## src/rtl/clock_pkg.sv

```systemverilog
// Shared time-of-day widths, wrap limits and the alarm sequencer state type.
package clock_pkg;

    localparam int MIN_W            = 6;
    localparam int HOUR_W           = 5;
    localparam int MINUTES_PER_HOUR = 60;
    localparam int HOURS_PER_DAY    = 24;

    typedef enum logic [1:0] {
        ALM_IDLE    = 2'd0,
        ALM_RINGING = 2'd1,
        ALM_SNOOZED = 2'd2
    } alarm_state_t;

endpackage

```

## src/rtl/time_offset_adder.sv

```systemverilog
// Combinational hh:mm + minute-offset adder that wraps at 60 minutes and 24 hours.
module time_offset_adder
    import clock_pkg::*;
(
    input  logic [HOUR_W-1:0] hours_in,
    input  logic [MIN_W-1:0]  minutes_in,
    input  logic [MIN_W-1:0]  offset_minutes,
    output logic [HOUR_W-1:0] hours_out,
    output logic [MIN_W-1:0]  minutes_out
);

    localparam logic [MIN_W:0]  MIN_WRAP  = (MIN_W+1)'(MINUTES_PER_HOUR);
    localparam logic [HOUR_W:0] HOUR_WRAP = (HOUR_W+1)'(HOURS_PER_DAY);

    logic [MIN_W:0]  min_sum;
    logic            min_carry;
    logic [HOUR_W:0] hour_sum;

    // One extra bit on each sum so a carry is never lost before the wrap test.
    assign min_sum     = {1'b0, minutes_in} + {1'b0, offset_minutes};
    assign min_carry   = (min_sum >= MIN_WRAP);
    assign minutes_out = min_carry ? MIN_W'(min_sum - MIN_WRAP) : min_sum[MIN_W-1:0];

    assign hour_sum    = {1'b0, hours_in} + {{HOUR_W{1'b0}}, min_carry};
    assign hours_out   = (hour_sum >= HOUR_WRAP) ? HOUR_W'(hour_sum - HOUR_WRAP)
                                                 : hour_sum[HOUR_W-1:0];

endmodule

```

## src/rtl/alarm_snooze_controller.sv

```systemverilog
// Alarm sequencer: starts a ring on an alarm-time rise, times it out, and
// re-rings after a bounded number of snoozes.
module alarm_snooze_controller
    import clock_pkg::*;
#(
    parameter int RING_MINUTES   = 5,
    parameter int SNOOZE_MINUTES = 9,
    parameter int MAX_SNOOZES    = 3
) (
    input  logic              clk,
    input  logic              rst,
    input  logic              minute_tick,
    input  logic [MIN_W-1:0]  curr_minutes,
    input  logic [HOUR_W-1:0] curr_hours,
    input  logic [MIN_W-1:0]  alarm_minutes,
    input  logic [HOUR_W-1:0] alarm_hours,
    input  logic              alarm_enable,
    input  logic              set_alarm,
    input  logic              set_time,
    input  logic              snooze_btn,
    input  logic              dismiss_btn,
    output logic              alarm_trigger,
    output logic              snoozed,
    output logic [2:0]        snooze_count,
    output logic [MIN_W-1:0]  next_ring_minutes,
    output logic [HOUR_W-1:0] next_ring_hours,
    output logic [1:0]        state
);

    localparam logic [3:0]       RING_LAST     = 4'(RING_MINUTES - 1);
    localparam logic [2:0]       MAX_CNT       = 3'(MAX_SNOOZES);
    localparam logic [MIN_W-1:0] SNOOZE_OFFSET = MIN_W'(SNOOZE_MINUTES);

    alarm_state_t      state_q, state_d;
    logic [3:0]        ring_cnt_q, ring_cnt_d;
    logic [2:0]        count_d;
    logic [MIN_W-1:0]  nr_min_d, snz_minutes;
    logic [HOUR_W-1:0] nr_hour_d, snz_hours;

    logic match, match_prev, snz_match, snz_match_prev;
    logic snooze_prev, dismiss_prev;
    logic match_rise, snz_rise, snooze_rise, dismiss_rise;

    assign match     = alarm_enable && (curr_minutes == alarm_minutes) && (curr_hours == alarm_hours);
    assign snz_match = (curr_minutes == next_ring_minutes) && (curr_hours == next_ring_hours);

    // Rise detection keeps a minute-long match or a held button to a single action.
    assign match_rise   = match && !match_prev;
    assign snz_rise     = snz_match && !snz_match_prev;
    assign snooze_rise  = snooze_btn && !snooze_prev;
    assign dismiss_rise = dismiss_btn && !dismiss_prev;

    assign state = state_q;

    time_offset_adder u_snooze_adder (
        .hours_in       (curr_hours),
        .minutes_in     (curr_minutes),
        .offset_minutes (SNOOZE_OFFSET),
        .hours_out      (snz_hours),
        .minutes_out    (snz_minutes)
    );

    always_comb begin
        state_d    = state_q;
        ring_cnt_d = ring_cnt_q;
        count_d    = snooze_count;
        nr_min_d   = next_ring_minutes;
        nr_hour_d  = next_ring_hours;

        if (set_alarm || !alarm_enable) begin
            state_d = ALM_IDLE;
        end else if (set_time && state_q != ALM_IDLE) begin
            state_d = ALM_IDLE;
        end else begin
            case (state_q)
                ALM_IDLE: begin
                    if (match_rise) begin
                        state_d    = ALM_RINGING;
                        ring_cnt_d = '0;
                        count_d    = '0;
                    end
                end
                ALM_RINGING: begin
                    if (dismiss_rise) begin
                        state_d = ALM_IDLE;
                    end else if (minute_tick && ring_cnt_q == RING_LAST) begin
                        state_d = ALM_IDLE;
                    end else begin
                        if (minute_tick) ring_cnt_d = ring_cnt_q + 4'd1;
                        if (snooze_rise && snooze_count < MAX_CNT) begin
                            state_d   = ALM_SNOOZED;
                            count_d   = snooze_count + 3'd1;
                            nr_min_d  = snz_minutes;
                            nr_hour_d = snz_hours;
                        end
                    end
                end
                ALM_SNOOZED: begin
                    if (dismiss_rise) begin
                        state_d = ALM_IDLE;
                    end else if (snz_rise) begin
                        state_d    = ALM_RINGING;
                        ring_cnt_d = '0;
                    end
                end
                default: state_d = ALM_IDLE;
            endcase
        end

        // Any exit to IDLE ends the alarm event; the snooze target is kept.
        if (state_d == ALM_IDLE) begin
            ring_cnt_d = '0;
            count_d    = '0;
        end
    end

    always_ff @(posedge clk or negedge rst) begin
        if (!rst) begin
            state_q           <= ALM_IDLE;
            ring_cnt_q        <= '0;
            snooze_count      <= '0;
            next_ring_minutes <= '0;
            next_ring_hours   <= '0;
            alarm_trigger     <= 1'b0;
            snoozed           <= 1'b0;
            match_prev        <= 1'b0;
            snz_match_prev    <= 1'b0;
            snooze_prev       <= 1'b0;
            dismiss_prev      <= 1'b0;
        end else begin
            state_q           <= state_d;
            ring_cnt_q        <= ring_cnt_d;
            snooze_count      <= count_d;
            next_ring_minutes <= nr_min_d;
            next_ring_hours   <= nr_hour_d;
            alarm_trigger     <= (state_d == ALM_RINGING);
            snoozed           <= (state_d == ALM_SNOOZED);
            match_prev        <= match;
            snz_match_prev    <= snz_match;
            snooze_prev       <= snooze_btn;
            dismiss_prev      <= dismiss_btn;
        end
    end

endmodule

```

## config.mk

```make
export PLATFORM = sky130hd
export DESIGN_NAME = alarm_snooze_controller
export DESIGN_NICKNAME = d
export VERILOG_FILES = /design/src/rtl/clock_pkg.sv /design/src/rtl/time_offset_adder.sv /design/src/rtl/alarm_snooze_controller.sv
export SDC_FILE = /design/constraint.sdc
export NUM_CORES = 1
export LEC_CHECK = 0
export ABC_CLOCK_PERIOD_IN_PS = 2700
export CAP_MARGIN = 20
export CORE_MARGIN = 3
export CORE_UTILIZATION = 30
export DETAILED_ROUTE_END_ITERATION = 12
export PLACE_DENSITY_LB_ADDON = 0.08
export RECOVER_POWER = 100
export SETUP_SLACK_MARGIN = 0.5
export SLEW_MARGIN = 20
export SYNTH_ARGS = -nofsm -noshare
export SYNTH_HDL_FRONTEND = slang
export SYNTH_HIERARCHICAL = 1
export SYNTH_SLANG_ARGS = --single-unit
```

## constraint.sdc

```tcl
create_clock -name clk -period 2.7 [get_ports clk]
set_input_delay 0.675 -clock clk [delete_from_list [all_inputs] [get_ports clk]]
set_output_delay 0.675 -clock clk [all_outputs]
set_load 0.01 [all_outputs]
```

== Yosys cells after proc, flatten, opt, wreduce, memory -nomap -nowiden ==
Cells that the tools add are included.
Cells by class
  shift-type cells: 0
  divide/modulo/power cells: 0
  order comparisons: 3
  equal/unequal tests: 18
  reduce and logical (&&, ||, !) cells: 24
  add/subtract/negate cells: 6
  multiplexer cells: 29
  $mul: 0
  bitwise operators: 4
Operator list (number)
  4-bit 2-to-1 mux: 9
  3-bit 2-to-1 mux: 7
  3-bit inequality test, second input constant: 7
  2-bit 2-to-1 mux: 8
  6-bit == test: 2
  4-bit case mux with 3 select lines: 1
  5-bit == test: 2
  1-bit logical AND: 10
  9-bit AND reduction: 1
  6-bit by 4-bit adder with 7-bit output, second input constant: 1
  7-bit by 6-bit >= comparator with 1-bit output, second input constant: 1
  7-bit AND reduction: 1
  5-bit by 1-bit adder with 6-bit output: 1
  6-bit by 5-bit >= comparator with 1-bit output, second input constant: 1
  6-bit 2-to-1 mux: 1
  2-bit case mux with 3 select lines: 1
  3-bit case mux with 2 select lines: 1
  6-bit AND reduction: 1
  6-bit subtractor, second input constant: 1
  1-bit logical NOT: 5
  5-bit 2-to-1 mux: 1
  5-bit subtractor, second input constant: 1
  4-bit by 1-bit adder with 4-bit output, second input constant: 1
  2-bit by 1-bit == test with 1-bit output, second input constant: 2
  11 further kinds: 17
Word-level totals
  memories: 0
  logic and storage cells: 95
  bits in writable memories: 0
  input port bits: 30
  flip-flop bits (word level): 26
  bits in latches: 0
  ROM bits: 0

== Logic depth before layout (Yosys ltp) ==
Gate-level depths: netlist of the first run.
  depth in word-level cells: 12
  gate-level depth with buffers: 17

== By module ==
Netlist of the first run, hierarchy kept.
By module, submodules not included
  alarm_snooze_controller: area each 1635.3 sq um, times used 1, cells each 156
  time_offset_adder: area each 556.8 sq um, times used 1, cells each 78

== Worst setup path after synthesis of the first run ==
Ideal clock, no wire load.
  path type: input to register
  from: in curr_minutes[2]
  to: reg next_ring_hours[3]
  path slack: -0.866 ns
  stages: 16
  arrival time: 3.442 ns
  required time: 2.575 ns
  path buffers: 0
  cell sequence: ha_1 o21ai_0 nor2_1 or2_2 inv_1 ha_1 inv_1 or3_1 o21ai_0 nand2_1 nand2_1 ha_1 ha_1 o21ai_0 a32o_1 mux2_2
On the way
  word-level cells in the longest chain between the ends: 5
  elaborated cells on any way between the ends: 6
  those cells by class: add/sub (3); order compare (2); mux (1)
Ends and longest elaborated chain
  start: declaration: line alarm_snooze_controller.sv:13  | input logic [MIN_W-1:0] curr_minutes,
  6-bit by 4-bit adder with 7-bit output *: line time_offset_adder.sv:20  | assign min_sum = {1'b0, minutes_in} + {1'b0, offset_minutes};
  7-bit by 6-bit >= comparator with 1-bit output *: line time_offset_adder.sv:21  | assign min_carry = (min_sum >= MIN_WRAP);
  5-bit by 1-bit adder with 6-bit output *: line time_offset_adder.sv:24  | assign hour_sum = {1'b0, hours_in} + {{HOUR_W{1'b0}}, min_carry};
  5-bit subtractor or 6-bit by 5-bit >= comparator with 1-bit output (tied branches): line time_offset_adder.sv:25  | assign hours_out = (hour_sum >= HOUR_WRAP) ? HOUR_W'(hour_sum - HOUR_WRAP)
  5-bit 2-to-1 mux *: line time_offset_adder.sv:25
  net snz_hours[3]: line alarm_snooze_controller.sv:38  | logic [HOUR_W-1:0] nr_hour_d, snz_hours;
  end signal: assignment: line alarm_snooze_controller.sv:135  | next_ring_hours <= nr_hour_d;
  end: declaration: line alarm_snooze_controller.sv:26  | output logic [HOUR_W-1:0] next_ring_hours,
Mark *: on every way through the listed nets, which the timed path passes. The rest lies on a longest branch.
A chain may end at the register's enable or synchronous reset.

== Worst setup path after layout of the first run ==
  from: in curr_minutes[0]
  to: reg next_ring_hours[3]
The elaborated chain is that of the path after synthesis.

==> impl_metrics.py, run 1 <==
metrics = {
    "final_layout": {
        "areaGrowthSynthToFinish_pct": 77.2,
        "final_cells": 450,
        "n_antenna_cell": 0,
        "final_util": 0.559,
        "fin_area_um2": 3880,
        "drive_above_1_share": 0.463,
        "num-fill-cells": 603,
        "fin_nets": 402,
    },
    "synthesis": {
        "synth-async-reset-ratio": 1.00,
        "synth_warnings": 6,
        "yosysTopAreaCell": "dfrtp_1",
        "synth_edf_count": 0,
        "ys_ff_latch": 26,
        "syn_area_um2": 2190,
        "synth_cell_types": 58,
        "ys_top_cells_by_area": "dfrtp_1 30%, ha_1 9.1%, xnor2_1 8.0%",
        "ys_seq_area_frac": 0.297,
        "avgSynthCellArea_um2": 9.37,
        "synth_top_area_frac": 0.297,
        "syn_inst": 234,
        "synthFlopType": "dfrtp_1",
    },
    "global_routing": {
        "track_usage": 0.163,
        "grt_pass1_vias": 2197,
        "grt_overflow": 0,
        "grt_max_degree": 27,
        "grt_pass1_wl_um": 10900,
        "antenna_found_initial": 0,
    },
    "clock_network": {
        "numCtsBuffers": 3,
        "root_buffer": "clkbuf_8",
        "clk_pin_slew_worst_paths_ns": 0.10,
        "h-tree-depth": 1,
        "clockBufferDepth": 2,
        "clock_sinks": 26,
        "clk_latency_ns": 0.28,
        "cts_tree": "built",
        "hold_buffers": 0,
    },
    "place": {
        "dp.cells": 417,
        "gp_congestion": 0.794,
        "post_dp_cell_area_um2": 3220,
        "place_ws_ns": -1.29,
        "numPortBuffers": 47,
        "dpl.hpwl_um": 4790,
    },
    "floorplanning": {
        "die-area_um2": 8370,
        "die_w_um": 91.5,
        "start_util": 0.316,
        "dieHeight_um": 91.5,
        "fp-row-count": 30,
        "core_um2": 6940,
        "ios": 48,
    },
    "timing": {
        "setup_viol": 7,
        "max_freq_ghz": 0.322,
        "max_slew.worst_pin.slew_ns": 1.53,
        "rsz0062_at_grt": "yes",
        "period_share": 1.15,
        "slew-limit-headroom": -0.0169,
        "finalWorstSetupSlack_ns": -0.405,
        "fin_crit_ns": 3.11,
        "final_max_slew_viol_count": 27,
        "hold_violations": 0,
        "fin_worst_skew_ns": 0.00230,
    },
    "critical_path": {
        "cp.arrival_ns": 3.28,
        "start_kind": "input port",
        "crit_path_end_kind": "register",
        "r2r_start": "state[1]$_DFF_PN0_",
        "crit_fanout": 4,
        "cp-startpoint": "curr_minutes[0]",
        "worstSetupPathType": "in -> reg",
        "worstPathRequired_ns": 2.87,
    },
    "detailed_routing": {
        "num_vias": 2213,
        "drtPass1Iterations": 4,
        "routed_wl_um": 6850,
        "drt_iter0_drc": 83,
        "wl_per_cell_um": 15.2,
        "post-route-drc-count": 0,
        "avgViaCountPerCell": 4.92,
        "drtAntennaViolNets": 0,
    },
    "pwr": {
        "power_density_nw_per_um2": 328,
        "power_w": 0.00128,
        "vdd_drop_max_v": 0.000149,
        "leakage_nw": 1.72,
    },
    "hold_path": {
        "hp-class": "reg -> reg",
        "holdCritStartpoint": "next_ring_hours[2]$_DFFE_PN0P_",
    },
    "status": {
        "status": "complete, but fails checks",
        "violations": "capacitance limit, slew limit, setup timing",
    },
    "run": {
        "cap_violations": 1,
    },
}
-- worst max-delay path, cell delays in order --
cell      delay (ns)
buf_8           0.10
ha_4            0.16
buf_6           0.12
a211oi_4        0.23
nor2_2          0.06
buf_4           0.13
buf_4           0.12
nor4bb_1        0.12
or4b_4          0.50
nand2_2         0.08
nand2_2         0.08
ha_4            0.19
ha_4            0.17
nand3_2         0.06
nand2_1         0.05
a32o_1          0.20
mux2_4          0.25
-- area by class of cell --
cell class                 instances  area [um^2]  share of cell area
clock buffer                       3         41.3              0.0106
timing repair buffer             115         1020               0.262
clock inverter                     1         30.0             0.00773
inverter                          16         70.1              0.0180
sequential                        26          651               0.168
tap                               96          120              0.0309
multi-input combinational        193         1960               0.504
-- path summary, 6_finish.rpt --
path	cells past startpoint	endpoint	slack, ns
setup / recovery	17	next_ring_hours[3]$_DFFE_PN0P_	-0.41
hold / removal	1	next_ring_hours[2]$_DFFE_PN0P_	0.57
setup reg to reg	6	next_ring_minutes[1]$_DFFE_PN0P_	0.55
hold reg to reg	1	next_ring_hours[2]$_DFFE_PN0P_	0.57
max in group asynchronous	2	ring_cnt_q[2]$_DFFE_PN0P_	0.53
min in group asynchronous	2	next_ring_hours[1]$_DFFE_PN0P_	1.28
-- layout by cell type (no fill, tap or decap), types with 5 or more instances in the layout --
cell,instances
buf_4,50
dfrtp_1,26
dlygate4sd3_1,21
buf_6,15
inv_1,11
xnor2_1,11
nand2_1,10
nand3_1,9
xnor2_2,8
nand4_1,8
nor2_1,8
nor3_1,8
ha_4,8
ha_1,7
clkdlybuf4s15_1,7
conb_1,7
mux2_4,6
dlygate4sd2_1,6
xnor2_4,5
o21ai_0,5
mux2_2,5
a31oi_1,5
buf_2,5
-- synth_stat cells (2+ instances only) --
master	count
o21ai_0	8
ha_1	16
conb_1	2
nor3_1	10
nand4_2	2
a31oi_1	6
dfrtp_1	26
xnor2_2	4
xnor2_1	20
nand3_1	11
nand3b_1	4
nor3b_1	2
nand4b_1	2
a21o_1	3
nand4_1	8
xor2_1	4
o221ai_1	2
nor4_1	2
nor2_1	12
mux2_2	11
clkbuf_1	2
a21oi_1	3
and2_1	2
o31ai_1	2
nor2b_1	3
or2_2	2
a31o_2	2
nand2b_1	4
nand2_1	14
inv_1	16
a32o_1	2
-- report_power, final --
group,leakage [nW],internal [W],switching (W)
Clock,0.0357,0.000199,0.000142
Sequential,0.359,0.000391,0.000000586
Combinational,1.33,0.000306,0.000238
Total,1.72,0.000896,0.000380
-- metal layers --
layer,up-vias,share of wire,track usage,wire length (um)
met5,-,0,0,0
met4,0,0.014,0.0452,97
met3,8,0.040,0.0282,276
met2,55,0.50,0.278,3430
met1,1068,0.44,0.210,3050
li1,1082,-,-,-
-- stage by stage --
stage               hold WS (ns)  TNS (ns)
floorplan                  0.379     -1.82
CTS                        0.579     -1.82
finish                     0.569     -1.68
detailed placement         0.552    -12.30
global route               0.604     -2.61
global placement           0.540    -12.08
-- flip-flops by register name (all words and copies together) (netlist names), 2 cells and up --
signal             cells
next_ring_hours        5
next_ring_minutes      6
ring_cnt_q             4
snooze_count           3
state                  2
-- cell families after synthesis --
| family | count (synthesis) | share of synthesized area |
|---|---|---|
| compound gates | 44 | 0.159 |
| fa+ha+maj | 17 | 0.100 |
| other cells | 2 | 0.00343 |
| buf+inv | 20 | 0.0354 |
| simple gates | 85 | 0.219 |
| xor+xnor | 28 | 0.126 |
| mux | 12 | 0.0611 |
| flops | 26 | 0.297 |
-- what timing repair did --
action | 4_1_cts | 5_1_grt
pin swaps | 22 | 21
endpoints found under the setup margin | 20 | 21
setup buffers | 24 | 5
resized for setup | 119 | 26
(Power assumes the default switching activity.)
==> run 2: changes to the inputs <==
--- a/config.mk
+++ b/config.mk
@@ -10,6 +10,7 @@
 export CORE_MARGIN = 3
 export CORE_UTILIZATION = 30
 export DETAILED_ROUTE_END_ITERATION = 12
+export GPL_TIMING_DRIVEN = 0
 export PLACE_DENSITY_LB_ADDON = 0.08
 export RECOVER_POWER = 100
 export SETUP_SLACK_MARGIN = 0.5
==> run 2 against run 1 <==
Against the previous run: the flow finishes with violations (setup timing); sequential share of layout area is 2.0 points higher; die area is the same; clock power about the same; register-to-register slack worse by 0.27 ns; non-clock buffer count fell by 22; critical endpoint unchanged.
==> impl_metrics.py, run 2 (same netlist as run 1, synthesis figures left out) <==
metrics = {
    "global_routing": {
        "grt_pass1_wl_um": 10200,
        "grt_max_degree": 27,
        "antenna_found_initial": 0,
        "grt_pass1_vias": 2065,
        "grt_overflow": 0,
        "track_usage": 0.150,
    },
    "hold_path": {
        "min_path_cells": 1,
        "hp-class": "reg -> reg",
    },
    "pwr": {
        "power_w": 0.00117,
        "leakage_nw": 1.53,
        "vdd_drop_max_v": 0.000161,
        "power_density_nw_per_um2": 337,
    },
    "detailed_routing": {
        "wl_met1_um": 2970,
        "num_vias": 2103,
        "routed_wl_um": 6320,
        "drtPass1Iterations": 4,
        "routed.top_layer": "met4",
        "avgViaCountPerCell": 4.91,
        "wl_met3_um": 212,
        "wl_per_cell_um": 14.8,
        "routed-wl-met2_um": 3050,
        "post-route-drc-count": 0,
        "drtAntennaViolNets": 0,
        "drt_iter0_drc": 65,
    },
    "timing": {
        "max_freq_ghz": 0.313,
        "whs_ns": 0.556,
        "slew-limit-headroom": 0.0491,
        "setup_viol": 9,
        "max_slew.worst_pin.slew_ns": 1.43,
        "fin_crit_ns": 3.19,
        "hold_violations": 0,
        "period_share": 1.18,
        "finalWorstSetupSlack_ns": -0.490,
        "fin_worst_skew_ns": 0.00480,
        "final_max_slew_viol_count": 0,
        "rsz0062_at_grt": "yes",
    },
    "floorplanning": {
        "die-area_um2": 8370,
        "dieHeight_um": 91.5,
        "core_um2": 6940,
        "ios": 48,
        "fp-row-count": 30,
        "die_w_um": 91.5,
        "start_util": 0.316,
    },
    "final_layout": {
        "layout_common_cells": "39 x buf_4, 26 x dfrtp_1, 20 x dlygate4sd3_1",
        "fin_nets": 380,
        "drive_above_1_share": 0.419,
        "areaGrowthSynthToFinish_pct": 58.4,
        "final_cells": 428,
        "fin_area_um2": 3470,
        "final_common_cell": "buf_4",
        "largestRegisters": "next_ring_minutes: 6 flops, next_ring_hours: 5 flops, ring_cnt_q: 4 flops",
        "largest_reg_flops": 6,
        "n_antenna_cell": 0,
        "top_register": "next_ring_minutes",
    },
    "clock_network": {
        "numCtsBuffers": 3,
        "hold_buffers": 0,
        "clock_sinks": 26,
        "root_buffer": "clkbuf_8",
        "clk_latency_ns": 0.28,
        "cts_tree": "built",
        "clk_pin_slew_worst_paths_ns": 0.10,
        "clockBufferDepth": 2,
        "h-tree-depth": 1,
    },
    "place": {
        "numPortBuffers": 47,
        "dpl.hpwl_um": 4530,
        "post_dp_cell_area_um2": 2920,
        "gp_congestion": 0.780,
        "dp.cells": 382,
    },
    "critical_path": {
        "cp_top_family": "simple AND/OR/NAND/NOR gates",
        "worstPathRequired_ns": 2.87,
        "crit_fanout": 4,
        "worstSetupPathType": "in -> reg",
        "rr_worst_depth": 7,
        "cp_slowest_cell": "or4b_4",
        "start_kind": "input port",
        "cp.arrival_ns": 3.36,
        "crit_path_end_kind": "register",
        "r2r_slack_ns": 0.28,
        "cp.depth": 16,
        "path_buf_inv": 2,
        "critPathMaxStageDelay_ns": 0.53,
        "crit_chain": "buf_8 > ha_4 > inv_2 > fa_2 > nand2b_4 > a21oi_4 > nor3_2 > or4b_4 > nand2_2 > nand2_2 > ha_4 > ha_4 > nand3_2 > nand2_1 > a32o_1 > mux2_4",
        "cp_common_cell": "ha_4",
    },
    "status": {
        "status": "complete, but fails checks",
        "violations": "setup timing",
    },
    "run": {
        "cap_violations": 0,
    },
}
-- run 2: path summary, 6_finish.rpt --
path                                                        from                               end
worst max-delay path                             curr_minutes[0]    next_ring_hours[3]$_DFFE_PN0P_
worst min-delay path            next_ring_minutes[0]$_DFFE_PN0P_  next_ring_minutes[0]$_DFFE_PN0P_
worst max register to register                state[1]$_DFF_PN0_  next_ring_minutes[3]$_DFFE_PN0P_
worst min register to register  next_ring_minutes[0]$_DFFE_PN0P_  next_ring_minutes[0]$_DFFE_PN0P_
max in group asynchronous                                    rst  next_ring_minutes[0]$_DFFE_PN0P_
min in group asynchronous                                    rst    next_ring_hours[2]$_DFFE_PN0P_
-- run 2: area by class of cell --
class | count | area [um^2]
Buffer | 4 | 22.5
Clock buffer | 3 | 41.3
Clock inverter | 1 | 30.0
Fill cell | 662 | 3470
Inverter | 16 | 70.1
Multi-Input combinational cell | 193 | 1820
Sequential cell | 26 | 651
Tap cell | 96 | 120
Timing Repair Buffer | 89 | 713
-- run 2: per-layer routing --
layer | global-route usage | up-vias
met4 | 0.0402 | 0
met3 | 0.0240 | 9
met2 | 0.245 | 40
met5 | 0 | -
li1 | - | 1044
met1 | 0.204 | 1010
-- run 2: stage by stage --
step	setup slack [ns]	util	TNS (ns)
floorplan	-0.513	-	-1.82
global placement	-1.52	0.421	-15.15
detailed placement	-1.54	0.421	-15.44
CTS	-0.449	0.484	-1.48
global route	-0.578	0.500	-2.67
finish	-0.490	0.500	-1.98
-- run 2: report_power, final --
part	total, W	internal (W)	switching, W
combinational	0.000439	0.000231	0.000208
clock	0.000339	0.000199	0.000140
sequential	0.000391	0.000391	0.000000527
total	0.00117	0.000820	0.000349
-- run 2: worst register-to-register path, stage by stage (launching register included) --
cell      delay [ns]
dfrtp_1         0.45
inv_1           0.18
ha_1            0.17
clkbuf_1        0.30
nand3_1         0.15
nor3_1          0.35
clkbuf_4        0.35
mux2_2          0.36
-- run 2: repair_timing --
item / in CTS / in global routing
pin swaps: 32 / 18
resized for setup: 124 / 25
endpoints found under the setup margin: 22 / 20
setup buffers: 32 / 10
